## config.mk

```make
export PLATFORM = sky130hd
export DESIGN_NAME = fp_op_sequencer
export DESIGN_NICKNAME = d
export VERILOG_FILES = /design/src/rtl/fp_seq_pkg.sv /design/src/rtl/fp_seq_fifo.sv /design/src/rtl/fp_op_sequencer.sv
export SDC_FILE = /design/constraint.sdc
export NUM_CORES = 1
export LEC_CHECK = 0
export ABC_AREA = 1
export BUFFER_PORTS_ARGS = -buffer_cell sky130_fd_sc_hd__buf_2
export CAP_MARGIN = 40
export CORE_UTILIZATION = 45
export CTS_CLUSTER_DIAMETER = 150
export CTS_CLUSTER_SIZE = 40
export DETAILED_ROUTE_END_ITERATION = 12
export PLACE_DENSITY = 0.68
export SYNTH_ARGS = -nofsm -noshare
export SYNTH_HDL_FRONTEND = slang
export SYNTH_SLANG_ARGS = --single-unit
```

## constraint.sdc

```tcl
create_clock -name clk -period 9.6 [get_ports clk]
set_input_delay 0.96 -clock clk [delete_from_list [all_inputs] [get_ports clk]]
set_output_delay 0.96 -clock clk [all_outputs]
set_load 0.01 [all_outputs]
```

## src/rtl/fp_seq_pkg.sv

```systemverilog
// Shared types and constants for the floating-point operation sequencer.
package fp_seq_pkg;

  typedef enum logic [1:0] {
    ST_IDLE   = 2'd0,
    ST_ISSUE  = 2'd1,
    ST_WAIT   = 2'd2,
    ST_RESULT = 2'd3
  } fsm_state_t;

  localparam logic [31:0] FP_QNAN = 32'h7FC0_0000;

  typedef struct packed {
    logic [31:0] a;
    logic [31:0] b;
  } op_pair_t;

endpackage

```

## src/rtl/fp_seq_fifo.sv

```systemverilog
// Operand-pair FIFO: registered pointers/count, head word read combinationally.
module fp_seq_fifo #(
  parameter int DEPTH = 4,
  parameter int W     = 64
) (
  input  logic         clk,
  input  logic         rst_n,
  input  logic         push,
  input  logic         pop,
  input  logic [W-1:0] wdata,
  output logic [W-1:0] rdata,
  output logic         full,
  output logic         empty
);
  localparam int AW = $clog2(DEPTH);
  localparam logic [AW-1:0] PTR_ONE  = AW'(1);
  localparam logic [AW:0]   CNT_ONE  = (AW+1)'(1);
  localparam logic [AW:0]   CNT_FULL = (AW+1)'(DEPTH);

  logic [W-1:0]  mem_q [DEPTH];
  logic [AW-1:0] wr_ptr_q, wr_ptr_d;
  logic [AW-1:0] rd_ptr_q, rd_ptr_d;
  logic [AW:0]   count_q, count_d;
  logic          do_push, do_pop;

  assign full    = (count_q == CNT_FULL);
  assign empty   = (count_q == '0);
  assign do_push = push && !full;
  assign do_pop  = pop && !empty;
  assign rdata   = mem_q[rd_ptr_q];

  always_comb begin
    wr_ptr_d = wr_ptr_q;
    rd_ptr_d = rd_ptr_q;
    count_d  = count_q;
    if (do_push) wr_ptr_d = wr_ptr_q + PTR_ONE;
    if (do_pop)  rd_ptr_d = rd_ptr_q + PTR_ONE;
    // Simultaneous push and pop leaves the occupancy unchanged.
    case ({do_push, do_pop})
      2'b10:   count_d = count_q + CNT_ONE;
      2'b01:   count_d = count_q - CNT_ONE;
      default: count_d = count_q;
    endcase
  end

  always_ff @(posedge clk or negedge rst_n) begin
    if (!rst_n) begin
      wr_ptr_q <= '0;
      rd_ptr_q <= '0;
      count_q  <= '0;
    end else begin
      wr_ptr_q <= wr_ptr_d;
      rd_ptr_q <= rd_ptr_d;
      count_q  <= count_d;
    end
  end

  // Storage carries no reset; the count alone decides which entries are live.
  always_ff @(posedge clk) begin
    if (do_push) mem_q[wr_ptr_q] <= wdata;
  end

endmodule

```

## src/rtl/fp_op_sequencer.sv

```systemverilog
// Front end for a start/ready FP unit: buffers operand pairs, issues them one at a
// time, returns results on a valid/ready stream and replaces hung ops with a qNaN.
module fp_op_sequencer
  import fp_seq_pkg::*;
#(
  parameter int DEPTH   = 4,
  parameter int TIMEOUT = 32
) (
  input  logic        clk,
  input  logic        rst_n,
  input  logic        in_valid,
  output logic        in_ready,
  input  logic [31:0] in_a,
  input  logic [31:0] in_b,
  output logic [31:0] fpu_a,
  output logic [31:0] fpu_b,
  output logic        fpu_start,
  input  logic        fpu_ready,
  input  logic [31:0] fpu_c,
  output logic        out_valid,
  input  logic        out_ready,
  output logic [31:0] out_c,
  output logic        out_timeout,
  output logic        busy,
  output logic [1:0]  dbg_state
);
  // Both streams transfer on a rising edge where valid && ready; a producer never
  // withdraws valid or changes data until that transfer happens.
  localparam int CW = $clog2(TIMEOUT);
  localparam logic [CW-1:0] CNT_ONE  = CW'(1);
  localparam logic [CW-1:0] CNT_LAST = CW'(TIMEOUT - 1);

  fsm_state_t    state_q, state_d;
  logic [CW-1:0] cnt_q, cnt_d;
  logic [31:0]   fpu_a_q, fpu_a_d;
  logic [31:0]   fpu_b_q, fpu_b_d;
  logic [31:0]   out_c_q, out_c_d;
  logic          fpu_start_q, fpu_start_d;
  logic          out_valid_q, out_valid_d;
  logic          out_timeout_q, out_timeout_d;

  logic          fifo_push, fifo_pop, fifo_full, fifo_empty;
  op_pair_t      push_pair, head_pair;
  logic [63:0]   head_raw;

  assign push_pair = '{a: in_a, b: in_b};
  assign head_pair = op_pair_t'(head_raw);
  assign in_ready  = !fifo_full;
  assign fifo_push = in_valid && !fifo_full;

  fp_seq_fifo #(
    .DEPTH (DEPTH),
    .W     (64)
  ) u_fifo (
    .clk   (clk),
    .rst_n (rst_n),
    .push  (fifo_push),
    .pop   (fifo_pop),
    .wdata (push_pair),
    .rdata (head_raw),
    .full  (fifo_full),
    .empty (fifo_empty)
  );

  always_comb begin
    state_d       = state_q;
    cnt_d         = cnt_q;
    fpu_a_d       = fpu_a_q;
    fpu_b_d       = fpu_b_q;
    out_c_d       = out_c_q;
    out_valid_d   = out_valid_q;
    out_timeout_d = out_timeout_q;
    fpu_start_d   = 1'b0;
    fifo_pop      = 1'b0;

    case (state_q)
      ST_IDLE: begin
        if (!fifo_empty) begin
          fifo_pop    = 1'b1;
          fpu_a_d     = head_pair.a;
          fpu_b_d     = head_pair.b;
          fpu_start_d = 1'b1;
          state_d     = ST_ISSUE;
        end
      end

      ST_ISSUE: begin
        cnt_d   = '0;
        state_d = ST_WAIT;
      end

      // Ready at cnt 0 may be left over from the previous op, so it is not trusted.
      ST_WAIT: begin
        cnt_d = cnt_q + CNT_ONE;
        if (fpu_ready && (cnt_q != '0)) begin
          out_c_d       = fpu_c;
          out_timeout_d = 1'b0;
          out_valid_d   = 1'b1;
          state_d       = ST_RESULT;
        end else if (cnt_q == CNT_LAST) begin
          out_c_d       = FP_QNAN;
          out_timeout_d = 1'b1;
          out_valid_d   = 1'b1;
          state_d       = ST_RESULT;
        end
      end

      ST_RESULT: begin
        if (out_ready) begin
          out_valid_d = 1'b0;
          if (!fifo_empty) begin
            fifo_pop    = 1'b1;
            fpu_a_d     = head_pair.a;
            fpu_b_d     = head_pair.b;
            fpu_start_d = 1'b1;
            state_d     = ST_ISSUE;
          end else begin
            state_d = ST_IDLE;
          end
        end
      end

      default: state_d = ST_IDLE;
    endcase
  end

  always_ff @(posedge clk or negedge rst_n) begin
    if (!rst_n) begin
      state_q       <= ST_IDLE;
      cnt_q         <= '0;
      fpu_a_q       <= '0;
      fpu_b_q       <= '0;
      out_c_q       <= '0;
      fpu_start_q   <= 1'b0;
      out_valid_q   <= 1'b0;
      out_timeout_q <= 1'b0;
    end else begin
      state_q       <= state_d;
      cnt_q         <= cnt_d;
      fpu_a_q       <= fpu_a_d;
      fpu_b_q       <= fpu_b_d;
      out_c_q       <= out_c_d;
      fpu_start_q   <= fpu_start_d;
      out_valid_q   <= out_valid_d;
      out_timeout_q <= out_timeout_d;
    end
  end

  assign fpu_a       = fpu_a_q;
  assign fpu_b       = fpu_b_q;
  assign fpu_start   = fpu_start_q;
  assign out_c       = out_c_q;
  assign out_valid   = out_valid_q;
  assign out_timeout = out_timeout_q;
  assign busy        = (state_q != ST_IDLE) || !fifo_empty;
  assign dbg_state   = state_q;

endmodule

```

==> results of run 1 <==
## routing by layer
layer  share of wire (%)  track usage (%)  vias up
met5                0.11                0        -
met4                 1.6             3.83        6
met3                 5.4             3.53       30
met2                  49             33.4      213
met1                  44             24.6     4655
li1                    -                -     4656
## final timing paths
| kind | from | endpoint | slack (ns) | cells past startpoint |
|---|---|---|---|---|
| worst max-delay path | u_fifo.count_q[0] | u_fifo.mem_q[3][49] | 6.91 | 5 |
| worst min-delay path | rst_n | fpu_b[4] | 0.32 | 1 |
| worst max register to register | u_fifo.count_q[0] | u_fifo.mem_q[3][49] | 6.91 | 5 |
| worst min register to register | fpu_b[1] | fpu_b[1] | 0.49 | 2 |
| max in group asynchronous | rst_n | fpu_b[7] | 8.24 | 3 |
| min in group clk | fpu_b[1] | fpu_b[1] | 0.49 | 2 |
## cell usage in the layout, fill, tap and decap left out
cell / instances
nand2_1: 333
nor2_1: 265
edfxtp_1: 256
buf_2: 202
o21ai_0: 122
dfrtp_1: 111
nand3_1: 60
inv_1: 36
clkbuf_16: 13
o21ai_1: 12
ha_1: 12
buf_16: 8
buf_4: 8
a21oi_1: 7
clkbuf_1: 7
nor2_4: 5
nor3_1: 5
diode_2: 4
xor2_1: 3
inv_2: 2
inv_4: 2
buf_12: 2
nor2_2: 1
nand2_2: 1
nand2_4: 1
nor2_8: 1
nand3_2: 1
a31oi_1: 1
xnor2_1: 1
fa_1: 1
inv_6: 1
clkinv_16: 1
buf_6: 1
dfrtp_4: 1
dfrtp_2: 1
buf_8: 1
## metrics by stage
stage / cell area, um^2 / setup slack (ns) / cells / total power (uW)
finish: 16600 / 6.91 / 1924 / 5230
global route: 16600 / 6.74 / 1921 / 5640
CTS: 16600 / 6.87 / 1920 / 5310
detailed placement: 16200 / 6.46 / 1898 / 4590
global placement: 15900 / 6.34 / 1887 / 4440
floorplan: 14700 / 5.30 / 1310 / 3900
## worst register-to-register path, delay by kind of cell, from the launching register on
family | cells | cell delay (ns)
DFF | 1 | 0.44
buffers and inverters | 1 | 0.75
and+or+nand+nor | 4 | 1.07
## power by group through the flow
| stage | sequential (uW) | clock (uW) | combinational [uW] |
|---|---|---|---|
| after global routing | 2430 | 796 | 2410 |
| after detailed placement | 2420 | 0 | 2170 |
| final | 2380 | 727 | 2120 |
| after global placement | 2410 | 0 | 2030 |
| after CTS | 2390 | 750 | 2170 |
| after floorplan | 2480 | 0 | 1410 |
## flip-flops by register name, summed over array words and instances (netlist names)
signal / cells
u_fifo.mem_q: 256
cnt_q: 5
dbg_state: 2
out_c: 32
out_valid: 1
u_fifo.wr_ptr_q: 2
fpu_start: 1
u_fifo.rd_ptr_q: 2
u_fifo.count_q: 3
fpu_a: 32
out_timeout: 1
fpu_b: 32
## kinds of logic (layout without fill, tap and decap cells)
family                   after synthesis  count (layout)  synth area share, %
AO/OA/AOI/OAI                        142             142                 4.86
XOR/XNOR                               4               4                0.239
adder cells (fa/ha/maj)               13              13                 1.16
buffers and inverters                109             284                 3.90
flip-flops                           369             369                 71.8
other                                  0               4                    0
AND/OR/NAND/NOR                      673             673                 18.1
## layout make-up
| class | instances | area [um^2] | area share, % |
|---|---|---|---|
| Sequential cell | 369 | 10500 | 63.5 |
| Multi-Input combinational cell | 832 | 3600 | 21.7 |
| Timing Repair Buffer | 222 | 1360 | 8.19 |
| Tap cell | 435 | 544 | 3.28 |
| Clock buffer | 20 | 352 | 2.12 |
| Inverter | 40 | 155 | 0.936 |
| Clock inverter | 2 | 38.8 | 0.234 |
| Antenna cell | 4 | 10.0 | 0.0604 |
## synth_stat cells
cell type / instances / area (um^2)
a21oi_1: 7 / 35.0
a31oi_1: 1 / 6.26
buf_1: 1 / 3.75
buf_2: 34 / 170
buf_4: 5 / 37.5
buf_6: 12 / 135
clkbuf_1: 10 / 37.5
clkbuf_2: 7 / 35.0
dfrtp_1: 113 / 2830
edfxtp_1: 256 / 7690
fa_1: 1 / 20.0
ha_1: 12 / 150
inv_1: 36 / 135
inv_2: 3 / 11.3
inv_4: 1 / 6.26
nand2_1: 333 / 1250
nand2_2: 1 / 6.26
nand2_4: 1 / 11.3
nand3_1: 60 / 300
nand3_2: 1 / 10.0
nor2_1: 269 / 1010
nor2_2: 1 / 6.26
nor2_4: 1 / 11.3
nor2_8: 1 / 20.0
nor3_1: 5 / 25.0
o21ai_0: 122 / 611
o21ai_1: 12 / 60.1
xnor2_1: 1 / 8.76
xor2_1: 3 / 26.3
==> run_results.csv, run 1 <==
group,metric,value,unit
pwr,p_int,3150,uW
cells_and_area,drive_gt1_share,17.0,%
global_routing,antenna_found_initial,6,
synthesis,syn-instance-count,1310,
global_routing,grt_pass1_wl,49400,um
global_routing,grt_overflow_total,0,
setup_path,crit_chain,"nor2_2, nand2_1, nand2_1, nor2_4, buf_4",
setup_path,crit_arrival,2.80,ns
sta,max_slew_margin,46.6,%
drt,ant_nets,0,
die,core_area,31800,um^2
clock_tree,cts_tree,"yes",
sta,setup_viol,0,
pwr,power_frac_comb,40.5,%
setup_path,cp-end-kind,"flop",
clock_tree,cts-root-buf,"clkbuf_16",
drt,drc,0,
sta,fmax,372,MHz
synthesis,syn_avg_cell_area,11.2,um^2
setup_path,slowest_delay,0.74,ns
setup_path,timing.critical_path.buf_inv,1,
clock_tree,cts.sinks,369,
drt,drt_iter0_markers,641,
drt,vias,9560,
setup_path,cpMaxStageDelayCell,"buf_4",
die,core.rowCount,65,
synthesis,syn-num-nets,1424,
synthesis,yosysSeqAreaShare,71.8,%
cells_and_area,final_nets,1592,
synthesis,syn_area,14700,um^2
flow_run,drv_cap,0,
run_status,status,"finished, final reports clean",
die,die_y,182,um
clock_tree,post-cts-setup-buffers,0,
drt,via_per_inst,4.97,
sta,fin_crit,2.69,ns
synthesis,yosysWarnings,0,
setup_path,cp_max_fo,50,
drt,drt_wl_total,31400,um
sta,fin_worst_skew,0.0426,ns
clock_tree,worstSkewPairLatency,0.52,ns
sta,slew_viol_final,0,
cells_and_area,area_delta_synth_final,13.1,%
cells_and_area,post-route-util,52.1,%
die,start_util,46.1,%
clock_tree,path_clk_slew,0.15,ns
placed_design,place_hpwl,19300,um
clock_tree,h-tree-depth,1,
pwr,irDropWorstVdd,0.206,mV
pwr,switching_share,39.8,%
drt,wl_per_cell,16.3,um
pwr,power.leakage,0.00705,uW
sta,rsz0062_at_grt,"false",
synthesis,ys_ff_latch,369,
pwr,powerDensity,316,nW/um^2
setup_path,required,9.72,ns
setup_path,critPathLaunchType,"flop",
global_routing,grt_usage,19.0,%
pwr,clock_power_share,13.9,%
placed_design,place_congestion,0.784,
die,die_w,182,um
placed_design,port_buffers,203,
sta,holdWs,0.319,ns
global_routing,grt_max_degree,81,
die,io_pins,204,
clock_tree,cts_resized,0,
die,design.die.area,33300,um^2
drt,first_pass_iters,5,
setup_path,cp_top_family,"simple AND/OR/NAND/NOR gates",
pwr,p_sw,2080,uW
sta,hold_violations,0,
cells_and_area,fillers,2798,
global_routing,grt_pass1_vias,9200,
sta,period_share,28.0,%
clock_tree,clockBufferDepth,3,
setup_path,worst-setup-path-type,"reg2reg",
clock_tree,cts_buffers,13,
hold_path,hp-class,"in2async",
sta,worst_slew_pin_slew,0.801,ns
synthesis,ys_types,29,
pwr,p_seq_share,45.6,%
sta,tns,0,ns
clock_tree,cts-hold-fix-buffers,0,
setup_path,path_common_cell,"nand2_1",
(Power assumes the default switching activity.)
==> inputs of run 2 (changes only) <==
==> constraint.sdc (replaced) <==
create_clock -name clk -period 2.5 [get_ports clk]
set_input_delay 0.25 -clock clk [delete_from_list [all_inputs] [get_ports clk]]
set_output_delay 0.25 -clock clk [all_outputs]
set_load 0.01 [all_outputs]
==> run 2 against run 1 <==
  * Sequential share of layout area fell by 3.3 points
  * Clock-buffer cell count did not move
  * Combinational power rose to 4.0 times the previous value
  * Critical path depth rose by 6
  * Highest routed layer unchanged
==> run_results.csv, run 2 (synthesis results as in run 1) <==
group,metric,value,unit
sta,setup_viol,0,
hold_path,holdCritStartpoint,"fpu_c[24]",
global_routing,grt_overflow_total,0,
pwr,power.leakage,0.00745,uW
drt,drt_iter0_markers,633,
cells_and_area,final_nets,1696,
drt,vias,9937,
cells_and_area,fillers,2700,
global_routing,grt_use_met3,2.73,%
cells_and_area,seq_area,10500,um^2
cells_and_area,largest_reg_flops,256,
setup_path,crit_chain,"inv_2, ha_1, inv_2, nand2_4, nor2_2, ha_1, inv_1, fa_1, a21oi_1, o21ai_1, xor2_1",
setup_path,worst-setup-path-type,"reg2reg",
clock_tree,path_clk_slew,0.15,ns
die,core.rowCount,65,
pwr,powerDensity,1150,nW/um^2
setup_path,slowest_delay,0.45,ns
drt,ant_nets,0,
clock_tree,cts_buffers,13,
global_routing,grt-busiest-layer,"met2",
cells_and_area,drive_gt1_share,16.6,%
global_routing,grtUsageMet1,25.9,%
placed_design,place_congestion,0.779,
sta,worst_slew_pin_slew,0.757,ns
sta,max_slew_margin,49.5,%
cells_and_area,multi_input_area,3600,um^2
setup_path,cp_max_fo,5,
placed_design,place_hpwl,18400,um
sta,hold_violations,0,
pwr,irDropWorstVdd,1.33,mV
setup_path,crit_arrival,2.76,ns
placed_design,port_buffers,203,
drt,first_pass_iters,5,
clock_tree,cts-root-buf,"clkbuf_16",
setup_path,required,2.91,ns
sta,fin_worst_skew,0.0444,ns
run_status,status,"finished, final reports clean",
hold_path,hp-class,"in2reg",
clock_tree,cts.sinks,369,
sta,fin_crit,2.35,ns
cells_and_area,final_cells,2025,
global_routing,use_met2,33.3,%
clock_tree,post-cts-setup-buffers,0,
global_routing,grt_pass1_wl,50800,um
sta,rsz0062_at_grt,"false",
sta,holdWs,0.0170,ns
setup_path,critPathLaunchType,"flop",
die,die_y,182,um
cells_and_area,mostFrequentLayoutCells,"333 x nand2_1, 264 x nor2_1, 256 x edfxtp_1",
die,io_pins,204,
setup_path,cpMaxStageDelayCell,"dfrtp_1",
cells_and_area,post-route-util,55.0,%
clock_tree,h-tree-depth,1,
sta,period_share,94.2,%
clock_tree,cts_tree,"yes",
sta,fmax,425,MHz
die,die_w,182,um
global_routing,grt_usage,19.3,%
drt,drt_wl_total,31900,um
cells_and_area,area_delta_synth_final,19.4,%
setup_path,timing.rr.start,"dbg_state[0]",
setup_path,rr_worst_depth,11,
flow_run,drv_cap,0,
global_routing,antenna_found_initial,2,
drt,drc,0,
die,design.die.area,33300,um^2
setup_path,startpoint,"dbg_state[0]",
global_routing,grt_pass1_vias,9696,
clock_tree,worstSkewPairLatency,0.52,ns
setup_path,cp-end-kind,"flop",
die,start_util,46.1,%
cells_and_area,largest-register,"u_fifo.mem_q",
placed_design,dp.cells,1906,
global_routing,grt_max_degree,131,
hold_path,holdPathStages,5,
die,core_area,31800,um^2
drt,wl_per_cell,15.8,um
sta,slew_viol_final,0,
drt,via_per_inst,4.91,
cells_and_area,final_common_cell,"nand2_1",
clock_tree,clockBufferDepth,3,
run 2: metrics by stage:
step	area (um^2)	power [uW]	setup TNS, ns	worst slack (ns)
6_report	17500	20200	0	0.146
5_1_grt	17500	21800	0	0.00120
4_1_cts	17500	20400	0	0.0244
3_5_place_dp	16100	17500	0	0.0497
3_3_place_gp	16100	17300	0	0.140
2_1_floorplan	14700	14900	-98.85	-0.386
run 2: final timing paths:
| check | endpoint | slack (ns) |
|---|---|---|
| setup / recovery | u_fifo.count_q[2] | 0.15 |
| hold / removal | out_c[24] | 0.02 |
| setup reg to reg | u_fifo.count_q[2] | 0.15 |
| hold reg to reg | fpu_a[22] | 0.48 |
| max in group asynchronous | fpu_a[22] | 1.43 |
| min in group asynchronous | out_c[26] | 0.30 |
run 2: where the power goes:
group	switching (uW)	leakage [uW]	internal [uW]
clock network	1770	0.000184	1030
registers	635	0.00373	8380
logic	5630	0.00353	2770
total	8030	0.00745	12200
run 2: final cells by class:
class | instances | area share (%)
well taps | 435 | 3.11
repair buffers | 326 | 13.1
inverters | 40 | 0.887
multi-input cells | 832 | 20.6
flip-flops and latches | 369 | 60.1
clock inverters | 2 | 0.222
diodes | 1 | 0.0143
clock buffers | 20 | 2.01
run 2: timing repair:
action	CTS	global route
hold endpoints to repair	351	0
hold buffers	96	0
setup endpoints to repair	0	1
resized for setup	0	3
run 2: worst max-delay path: cells and delay by family, from the launching register on:
| kind | cells | cell delay (ns) |
|---|---|---|
| adder cells (fa/ha/maj) | 3 | 0.93 |
| flip-flops | 1 | 0.45 |
| buffers and inverters | 3 | 0.27 |
| AO/OA/AOI/OAI | 2 | 0.25 |
| AND/OR/NAND/NOR | 2 | 0.22 |
| XOR/XNOR | 1 | 0.14 |
run 2: layer usage:
metal | vias to the layer above | wire length (um)
met1 | 4750 | 14400
met5 | - | 16
met3 | 37 | 1610
li1 | 4872 | -
met4 | 2 | 574
met2 | 276 | 15300
==> inputs of run 3 (changes only) <==
==> constraint.sdc (replaced) <==
create_clock -name clk -period 2.5 [get_ports clk]
set_input_delay 0.375 -clock clk [delete_from_list [all_inputs] [get_ports clk]]
set_output_delay 0.375 -clock clk [all_outputs]
set_load 0.01 [all_outputs]
==> run 3 against run 2 <==
  * Sequential power hardly changed
  * Critical path depth is the same
  * Routed wire length is 1.8% lower
  * Sequential cell count unchanged
  * First-iteration DRC count grew 21%
  * Non-clock buffer count shrank 89
  * Final cell count down 4.3%
  * Setup slack improved by 0.082 ns
  * Via count decreased by 3.4%
  * Sequential share of layout area up 3.2 points
  * Critical path type unchanged
  * Largest cell class unchanged
  * Highest routed layer unchanged
==> run_results.csv, run 3 (synthesis results as in run 1) <==
group,metric,value,unit
run_status,status,"finished, final reports clean",
pwr,p_seq_share,44.6,%
die,core.rowCount,65,
setup_path,critPathLaunchType,"flop",
placed_design,port_buffers,203,
clock_tree,cts.sinks,369,
placed_design,place_congestion,0.774,
global_routing,antenna_found_initial,7,
pwr,irDropWorstVdd,1.04,mV
setup_path,crit_arrival,2.70,ns
setup_path,required,2.93,ns
sta,hold_violations,0,
setup_path,cp_max_fo,4,
placed_design,place_hpwl,18600,um
die,core_area,31800,um^2
die,io_pins,204,
sta,fin_crit,2.27,ns
global_routing,grt_usage,19.1,%
clock_tree,cts_tree,"yes",
drt,via_per_inst,4.96,
pwr,power.leakage,0.00708,uW
drt,drt_wl_total,31400,um
global_routing,grt_overflow_total,0,
sta,worst_slew_pin_slew,0.752,ns
placed_design,dp.cells,1909,
sta,setup_viol,0,
cells_and_area,final_nets,1607,
cells_and_area,final_common_cell,"nand2_1",
sta,fin_worst_skew,0.0552,ns
cells_and_area,drive_gt1_share,17.9,%
global_routing,grt_pass1_vias,9307,
drt,drc,0,
sta,max_slew_margin,49.9,%
sta,fmax,440,MHz
clock_tree,clockBufferDepth,3,
cells_and_area,area_delta_synth_final,13.3,%
die,die_w,182,um
sta,holdWs,0.0577,ns
pwr,powerDensity,1220,nW/um^2
cells_and_area,mostFrequentLayoutCells,"333 x nand2_1, 264 x nor2_1, 256 x edfxtp_1",
pwr,power_frac_comb,41.6,%
sta,period_share,90.9,%
die,die_y,182,um
clock_tree,worstSkewPairLatency,0.53,ns
cells_and_area,largest_reg_flops,256,
clock_tree,path_clk_slew,0.15,ns
pwr,clock_power_share,13.8,%
setup_path,worst-setup-path-type,"reg2reg",
setup_path,cp-end-kind,"flop",
drt,vias,9601,
drt,ant_nets,0,
hold_path,hp-class,"in2reg",
pwr,p_int,12100,uW
cells_and_area,final_cells,1937,
flow_run,drv_cap,0,
drt,drt_iter0_markers,769,
cells_and_area,largest-register,"u_fifo.mem_q",
pwr,p_sw,8050,uW
sta,rsz0062_at_grt,"false",
clock_tree,cts-root-buf,"clkbuf_16",
global_routing,grt_pass1_wl,50000,um
clock_tree,cts_buffers,13,
pwr,switching_share,39.9,%
die,start_util,46.1,%
die,design.die.area,33300,um^2
sta,slew_viol_final,0,
drt,first_pass_iters,5,
drt,wl_per_cell,16.2,um
global_routing,grt_max_degree,131,
clock_tree,h-tree-depth,1,
run 3: cell count changes in the layout (fill, tap and decap cells not counted), sizes merged:
cell and delta:
diode +2, dlygate4sd3 -95, buf +6, clkbuf -1
run 3: cell type report:
type | instances | area (um^2)
Sequential cell | 369 | 10500
Multi-Input combinational cell | 832 | 3610
Timing Repair Buffer | 237 | 1380
Inverter | 40 | 155
Clock inverter | 2 | 38.8
Fill cell | 2794 | 15200
Antenna cell | 3 | 7.51
Clock buffer | 19 | 348
Tap cell | 435 | 544
run 3: worst paths after layout:
path	start	to	slack (ns)	cells past startpoint
hold / removal	in_a[7]	u_fifo.mem_q[1][39]	0.06	1
setup reg to reg	dbg_state[0]	u_fifo.count_q[2]	0.23	11
min in group asynchronous	rst_n	fpu_b[3]	0.41	2
hold reg to reg	fpu_a[22]	fpu_a[22]	0.49	2
setup / recovery	dbg_state[0]	u_fifo.count_q[2]	0.23	11
max in group asynchronous	rst_n	fpu_a[22]	1.32	3
run 3: worst max-delay path, stage by stage, from the launching register on:
cell     delay, ns
dfrtp_1       0.43
inv_1         0.17
ha_4          0.23
inv_2         0.07
nand2_4       0.08
nor2_2        0.11
ha_1          0.16
inv_1         0.08
fa_1          0.44
a21oi_1       0.15
o21ai_0       0.11
xor2_1        0.15
run 3: stage by stage:
| stage | TNS, ns | power [uW] | cell area [um^2] | setup WS, ns | utilization (%) |
|---|---|---|---|---|---|
| 4_1_cts | 0 | 20400 | 16600 | 0.0591 | 52.1 |
| 5_1_grt | 0 | 21800 | 16600 | 0.0212 | 52.2 |
| 3_5_place_dp | 0 | 17600 | 16200 | 0.0790 | 50.8 |
| 2_1_floorplan | -98.85 | 14900 | 14700 | -0.386 | - |
| 6_report | 0 | 20200 | 16600 | 0.228 | 52.2 |
| 3_3_place_gp | 0 | 17300 | 16100 | 0.146 | 50.8 |
run 3: repair_timing:
action,in CTS,in global routing
hold endpoints to repair,52,0
endpoints found under the setup margin,0,1
gates resized for setup,0,2
hold buffers,1,0
setup buffers,0,3
run 3: power groups by stage:
stage / clock network [uW] / registers [uW] / logic, uW
finish: 2800 / 9000 / 8390
global route: 3080 / 9160 / 9590
CTS: 2890 / 9020 / 8470
detailed placement: 0 / 9150 / 8440
global placement: 0 / 9090 / 8230
floorplan: 0 / 9490 / 5440
run 3: routing by layer:
metal  track usage, %  vias up  part of all wire, %
met3             3.67       30                  5.5
met2             32.9      242                   48
met4             3.66        8                  1.4
li1                 -     4683                    -
met5                0        -                 0.13
met1             25.4     4638                   45
